**src/rtl/vga_timing_gen.sv**
```systemverilog
// vga_timing_gen: VGA raster timing (pixel divider, X/Y counters, sync/blank decode).
// All outputs are registers. Sync and blank are decoded from the counters' next
// value, so they change on the same edge as the counters and always describe
// the counter values currently on the outputs.
// Optional feature (macro VGA_FRAME_COUNT_EN): adds the 16-bit frame counter
// output frame_cnt, which is used for blink and animation of letters.
`timescale 1ns/1ps
module vga_timing_gen #(
    parameter int H_ACTIVE = 640,
    parameter int H_FP     = 16,
    parameter int H_SYNC   = 96,
    parameter int H_BP     = 48,
    parameter int V_ACTIVE = 480,
    parameter int V_FP     = 10,
    parameter int V_SYNC   = 2,
    parameter int V_BP     = 33,
    parameter int CLK_DIV  = 2,
    parameter int SYNC_POL = 0
) (
    input  logic        clk,
    input  logic        rst,
    output logic        pix_en,
    output logic        vga_clk,
    output logic [12:0] counterX,
    output logic [12:0] counterY,
    output logic        hsync,
    output logic        vsync,
    output logic        blank_n,
    output logic        active,
`ifdef VGA_FRAME_COUNT_EN
    output logic        frame_start,
    output logic [15:0] frame_cnt
`else
    output logic        frame_start
`endif
);

    localparam logic [12:0] H_LAST   = 13'(H_ACTIVE + H_FP + H_SYNC + H_BP - 1);
    localparam logic [12:0] V_LAST   = 13'(V_ACTIVE + V_FP + V_SYNC + V_BP - 1);
    localparam logic [12:0] H_VIS    = 13'(H_ACTIVE);
    localparam logic [12:0] V_VIS    = 13'(V_ACTIVE);
    localparam logic [12:0] HS_START = 13'(H_ACTIVE + H_FP);
    localparam logic [12:0] HS_END   = 13'(H_ACTIVE + H_FP + H_SYNC);
    localparam logic [12:0] VS_START = 13'(V_ACTIVE + V_FP);
    localparam logic [12:0] VS_END   = 13'(V_ACTIVE + V_FP + V_SYNC);
    localparam logic        SYNC_ACT = (SYNC_POL != 0) ? 1'b1 : 1'b0;

    localparam int              DIV_W    = (CLK_DIV > 1) ? $clog2(CLK_DIV) : 1;
    localparam logic [DIV_W-1:0] DIV_LAST = DIV_W'(CLK_DIV - 1);
    localparam logic [DIV_W-1:0] DIV_HALF = DIV_W'(CLK_DIV / 2);
    localparam logic            DIV_BYPASS = (CLK_DIV <= 1) ? 1'b1 : 1'b0;

    logic [DIV_W-1:0] div_q,    div_d;
    logic             pix_en_q, pix_en_d;
    logic             vga_clk_q, vga_clk_d;
    logic [12:0]      x_q,      x_d;
    logic [12:0]      y_q,      y_d;
    logic             hsync_q,  hsync_d;
    logic             vsync_q,  vsync_d;
    logic             blank_n_q, blank_n_d;
    logic             frame_start_q, frame_start_d;
    logic             x_end_s;
    logic             y_end_s;

    assign x_end_s = (x_q == H_LAST);
    assign y_end_s = (y_q == V_LAST);

    // Pixel divider: next divider phase, pixel-enable and DAC pixel clock.
    // pix_en is registered so it reads 0 during reset even when CLK_DIV is 1.
    always_comb begin
        div_d     = div_q;
        pix_en_d  = 1'b0;
        vga_clk_d = 1'b0;
        if (div_q == DIV_LAST) begin
            div_d = {DIV_W{1'b0}};
        end else begin
            div_d = div_q + DIV_W'(1);
        end
        pix_en_d = (div_d == DIV_LAST);
        if (DIV_BYPASS) begin
            vga_clk_d = 1'b1;
        end else begin
            vga_clk_d = (div_d >= DIV_HALF);
        end
    end

    // Raster counters: advance on pix_en, wrapping X at line end and Y at frame end.
    always_comb begin
        x_d           = x_q;
        y_d           = y_q;
        frame_start_d = 1'b0;
        if (pix_en_q) begin
            if (x_end_s) begin
                x_d = 13'd0;
                if (y_end_s) begin
                    y_d           = 13'd0;
                    frame_start_d = 1'b1;
                end else begin
                    y_d = y_q + 13'd1;
                end
            end else begin
                x_d = x_q + 13'd1;
            end
        end else begin
            x_d = x_q;
            y_d = y_q;
        end
    end

    // Sync/blank decode from the next counter values (zero skew to the counters).
    always_comb begin
        hsync_d   = ~SYNC_ACT;
        vsync_d   = ~SYNC_ACT;
        blank_n_d = 1'b0;
        if ((x_d >= HS_START) && (x_d < HS_END)) begin
            hsync_d = SYNC_ACT;
        end else begin
            hsync_d = ~SYNC_ACT;
        end
        if ((y_d >= VS_START) && (y_d < VS_END)) begin
            vsync_d = SYNC_ACT;
        end else begin
            vsync_d = ~SYNC_ACT;
        end
        blank_n_d = (x_d < H_VIS) && (y_d < V_VIS);
    end

    // Timing state registers with asynchronous reset to the idle raster state.
    always_ff @(posedge clk or posedge rst) begin
        if (rst) begin
            div_q         <= {DIV_W{1'b0}};
            pix_en_q      <= 1'b0;
            vga_clk_q     <= 1'b0;
            x_q           <= 13'd0;
            y_q           <= 13'd0;
            hsync_q       <= ~SYNC_ACT;
            vsync_q       <= ~SYNC_ACT;
            blank_n_q     <= 1'b0;
            frame_start_q <= 1'b0;
        end else begin
            div_q         <= div_d;
            pix_en_q      <= pix_en_d;
            vga_clk_q     <= vga_clk_d;
            x_q           <= x_d;
            y_q           <= y_d;
            hsync_q       <= hsync_d;
            vsync_q       <= vsync_d;
            blank_n_q     <= blank_n_d;
            frame_start_q <= frame_start_d;
        end
    end

`ifdef VGA_FRAME_COUNT_EN
    logic [15:0] frame_cnt_q, frame_cnt_d;

    // Frame counter: counts cycles in which frame_start is high, wrapping naturally.
    always_comb begin
        frame_cnt_d = frame_cnt_q;
        if (frame_start_q) begin
            frame_cnt_d = frame_cnt_q + 16'd1;
        end else begin
            frame_cnt_d = frame_cnt_q;
        end
    end

    // Frame counter register.
    always_ff @(posedge clk or posedge rst) begin
        if (rst) begin
            frame_cnt_q <= 16'd0;
        end else begin
            frame_cnt_q <= frame_cnt_d;
        end
    end

    assign frame_cnt = frame_cnt_q;
`endif

    assign pix_en      = pix_en_q;
    assign vga_clk     = vga_clk_q;
    assign counterX    = x_q;
    assign counterY    = y_q;
    assign hsync       = hsync_q;
    assign vsync       = vsync_q;
    assign blank_n     = blank_n_q;
    assign active      = blank_n_q;
    assign frame_start = frame_start_q;

endmodule
```
**config.mk**
```make
export PLATFORM = sky130hd
export DESIGN_NAME = vga_timing_gen
export DESIGN_NICKNAME = d
export VERILOG_FILES = /design/src/rtl/vga_timing_gen.sv
export SDC_FILE = /design/constraint.sdc
export NUM_CORES = 1
export LEC_CHECK = 0
export ABC_AREA = 1
export BUFFER_PORTS_ARGS = -buffer_cell sky130_fd_sc_hd__clkbuf_2
export CAP_MARGIN = 10
export CORE_ASPECT_RATIO = 1.1
export CORE_UTILIZATION = 56
export CTS_CLUSTER_SIZE = 20
export DETAILED_ROUTE_END_ITERATION = 7
export PLACE_DENSITY = 0.8
export SYNTH_ARGS = -nofsm -noshare
export SYNTH_HDL_FRONTEND = slang
export SYNTH_SLANG_ARGS = --single-unit
export TNS_END_PERCENT = 100
```
**constraint.sdc**
```tcl
create_clock -name clk -period 2.2 [get_ports clk]
set_clock_uncertainty 0.2 [all_clocks]
set_input_delay 0.44 -clock clk [delete_from_list [all_inputs] [get_ports clk]]
set_output_delay 0.44 -clock clk [all_outputs]
set_load 0.02 [all_outputs]
```
# Word level (Yosys, flattened, before mapping)
# Index checks and enable logic that the tools add are counted.
# Widths: inputs -> output; s select.
# classes
order_cmp	7
reduce_logical	3
add_sub_neg	3
eq_ne	2
mux	11
# ops
op	n
$mux 13	5
$add 13x1->13 const B	2
$eq 13x10->1 const B	2
$lt 13x10->1 const B	2
$lt 13x9->1 const B	2
$ge 13x10->1 const B	1
$ge 13x9->1 const B	1
$mux 1	6
$logic_and 1x1->1	3
$add 1x1->1 const B	1
$ge 1x1->1 const B	1
# word_totals
inputBits	2
elab_cells	34
regBits	32
output_inout_bits	33

# Logic depth before layout (Yosys ltp)
# depth
ltp_word	7
depth_mapped	12
mapped_depth_nobuf	12

# Worst setup path after synthesis
# OpenSTA, ideal clock, no wires.
# synth_timing
path_kind	register -> register
from	reg x_q[0] (netlist: counterX[0])
to	reg blank_n_q (netlist: active)
path_slack_ns	0.253
path_stages_with_launch	13
t_arrival_ns	1.632
n_path_buf	0
period_less_slack_ns	1.947
setup_ns	0.114
t_required_ns	1.886
path_cell_list	dfrtp_1 ha_1 nand3_2 inv_1 nand2_2 nor2_4 nand2_1 nand2_1 nand2_1 nor2_1 nand3_2 nand2_1 nor2_1
# synth_between
elab_chain_cells	5
word_cells_on_any_way	9
classes_between	add/sub: 1; order compare: 2; eq/ne: 1; mux: 4; reduce/logical: 1
# synth_lines
item	line_no	rtl
start: declaration	56	logic [12:0] x_q, x_d;
start signal: assignment	134	x_q <= 13'd0;
start signal: assignment	144	x_q <= x_d;
$add 13x1->13 or $eq 13x10->1 (tied branches)	102, 65	
$mux 13	93	if (x_end_s) begin
$mux 13	92	if (pix_en_q) begin
$lt 13x10->1 or $lt 13x9->1 (tied branches)	125	blank_n_d = (x_d < H_VIS) && (y_d < V_VIS);
$logic_and 1x1->1 (*)	125	
via blank_n_d	60	logic blank_n_q, blank_n_d;
end signal: assignment	148	blank_n_q <= blank_n_d;
end: declaration	60	
# Mark *: on every way through the listed nets, which the timed path passes. The rest lies on a longest branch.

# Final worst setup path
# layout_timing
from	reg x_q[1] (netlist: counterX[1])
to	reg blank_n_q (netlist: active)
# The elaborated chain is that of the path after synthesis.

==> metrics.md <==
| Metric | Value |
|---|---|
| Outcome | `finished clean` |
| Vias | `1938` |
| Commonest non-fill, non-tap cells in the layout | `68 x nand2_1, 53 x inv_1, 34 x clkbuf_2, 29 x nand3_1, 29 x dfrtp_1` |
| Inst Count DP | `366` |
| Final slew viol count | `0` |
| # port buffers | `34` |
| Worst-Margin Slew | `0.3862 ns` |
| Vias in the first global route | `1877` |
| Layout cells sized above 1 | `0.2719` |
| Leak Pwr | `1.345 nW` |
| Initial core utilization | `0.5987` |
| Worst Setup End Kind | `flop` |
| Seq/Total Area, Yosys | `0.3840` |
| Synthesized instance count | `283` |
| PwrDens | `434.5 nW/µm²` |
| Clock root buffer | `clkbuf_4` |
| DP HPWL | `3642 µm` |
| Hold WC Path Type | `reg2reg` |
| Critical Path RT | `2.28 ns` |
| Crit share post-route | `0.9304` |
| Sw Pwr | `0.2190 mW` |
| Startpoint types | `flop` |
| CTS tree | `yes` |
| Sink Count | `31` |
| Clk_lat worst skew | `0.35 ns` |
| FF/Latch Area | `778.2 µm²` |
| Grt total ovfl | `0` |
| Site Rows | `22` |
| Sw frac | `0.2066` |
| Area of the multi-input gates | `1050 µm²` |
| Leading register cell type out of synthesis | `dfrtp_1` |
| EDFF count, synth | `0` |
| Asr flop ratio synth | `1.000` |
| Chip height | `65.10 µm` |
| Max Cap Viol | `0` |
| F_max | `488.6 MHz` |
| Residual DRC | `0` |
| Internal power | `0.8411 mW` |
| Pin count of the biggest net entering global routing | `32` |
| Endpoints failing setup | `0` |
| Share of total power in the clock network | `0.449` |
| Max clock buf depth | `2` |
| Final hold violations | `0` |
| Number of CTS-inserted buffers | `5` |
| Cell variety after synth | `25` |
| CP max FO | `4` |
| First-pass GRT wire length | `8100 µm` |
| Synth Net Count | `288` |
| Synth warn | `0` |
| DRT Pass-1 Iters | `4` |
| Fin util | `0.7206` |
| Vias per inst | `5.113` |
| Commonest non-fill, non-tap cell in the layout | `nand2_1` |
| Comb power frac | `0.013` |
| Max H-tree Level | `2` |
| Clock slew seen by the registers of the worst setup and hold paths | `0.10 ns` |
| Syn_area_per_cell | `7.162 µm²` |
| Hold Slack | `0.3117 ns` |
| Yosys reg bits | `31` |
| Initial antenna violation count | `0` |
| Slew margin rel. | `0.7425` |
| Die area | `3864 µm²` |
| Setup CP Type | `reg2reg` |
| RePlAce Congestion | `0.9296` |
| Fin crit period | `2.047 ns` |
| Sequential power share | `0.537` |
| Drt total wl | `4853 µm` |
| Arrival time worst endpoint | `2.13 ns` |
| Total global-route track usage | `0.2801` |
| Initial drt markers | `165` |
| Synthesized cell area | `2027 µm²` |
| Fill count | `282` |
| Core Box Area | `3386 µm²` |
| Die X | `59.36 µm` |
| Final ANT Viol Nets | `0` |
| Average wire per standard cell | `12.80 µm` |
| Peak VDD IR | `0.4045 mV` |
| Top-Level Pins | `35` |
| Post-layout net count | `335` |
| Final non-filler cell total | `379` |
| Synth-to-Final Area Change | `20.37%` |
| Antenna cells | `0` |
-- per-layer routing --
metal / GRT usage / share of wire / vias up
met5: 0 / 0 / -
li1: - / - / 974
met4: 0.1131 / 0.027 / 0
met3: 0.05118 / 0.050 / 13
met1: 0.3329 / 0.41 / 898
met2: 0.4888 / 0.51 / 53
-- power groups by stage --
stage          clock (mW)  combinational, mW  sequential [mW]
6_report            0.476             0.0142            0.570
5_1_grt             0.507             0.0171            0.570
4_1_cts             0.480             0.0155            0.570
3_5_place_dp            0             0.0141            0.581
3_3_place_gp            0             0.0139            0.581
2_1_floorplan           0            0.00839            0.581
-- area by class of cell --
| cell class | count | area share |
|---|---|---|
| Clock buffer | 6 | 0.02103 |
| Clock inverter | 2 | 0.01436 |
| Inverter | 57 | 0.08769 |
| Multi-Input combinational cell | 191 | 0.4303 |
| Sequential cell | 31 | 0.3190 |
| Tap cell | 48 | 0.02462 |
| Timing Repair Buffer | 44 | 0.1031 |
-- Yosys cell counts (3+ instances only) --
cell	count	share of area
dfrtp_1	29	0.36
nand3_1	29	0.072
nand2_1	70	0.13
o21ai_0	5	0.012
nor3_1	8	0.020
nor2_2	10	0.031
nor2_4	5	0.028
nor2_1	23	0.043
nand4_1	15	0.046
nand3_2	3	0.015
nand2_2	5	0.015
inv_1	53	0.098
xor2_1	7	0.030
ha_1	3	0.019
inv_2	4	0.0074
-- critical path: stages, from the launching register on --
cell     delay (ns)
dfrtp_1        0.39
ha_2           0.20
nand3_2        0.09
buf_6          0.15
nor2_4         0.09
nand3_4        0.13
nor2_4         0.15
nand4_1        0.08
nand2_1        0.11
nand2_2        0.08
nor2_4         0.15
nand2_2        0.06
nor2_2         0.09
-- through the flow --
stage                     setup WS (ns)  instance area [µm²]  total power [mW]  TNS (ns)
after CTS                       0.04749                 2374             1.065         0
after global placement          0.07251                 2270            0.5945         0
final                            0.1532                 2440             1.060         0
after detailed placement        0.02135                 2270            0.5947         0
after floorplan                  0.2533                 2027            0.5890         0
after global routing           -0.01741                 2440             1.094  -0.01741
-- path summary, 6_finish.rpt --
kind	from	end	slack, ns	cells past startpoint
max in group asynchronous	rst	vsync$_DFF_PP1_	0.99	4
worst max-delay path	counterX[1]$_DFF_PP0_	active$_DFF_PP0_	0.15	12
min in group asynchronous	rst	counterX[8]$_DFF_PP0_	0.49	4
worst min-delay path	pix_en$_DFF_PP0_	pix_en$_DFF_PP0_	0.31	1
worst min register to register	pix_en$_DFF_PP0_	pix_en$_DFF_PP0_	0.31	1
worst max register to register	counterX[1]$_DFF_PP0_	active$_DFF_PP0_	0.15	12
-- repair_timing --
item,4_1_cts,5_1_grt
gates resized for setup,0,11
hold buffers,1,0
setup buffers,1,3
endpoints found under the hold margin,29,0
pin swaps,0,7
setup endpoints to repair,1,2
-- state kept, by name (all words and copies together), names as in the netlist --
register     flops
counterX        13
active           1
hsync            1
frame_start      1
vsync            1
pix_en           1
counterY        13
-- kinds of logic (layout without fill, tap and decap cells) --
logic type / Yosys count / in the layout / synth area share
fa+ha+maj: 3 / 3 / 0.01852
xor+xnor: 8 / 8 / 0.03457
buf+inv: 61 / 109 / 0.1179
simple gates: 173 / 173 / 0.4259
compound gates: 7 / 7 / 0.01913
flops: 31 / 31 / 0.3840
(Power assumes the default switching activity.)
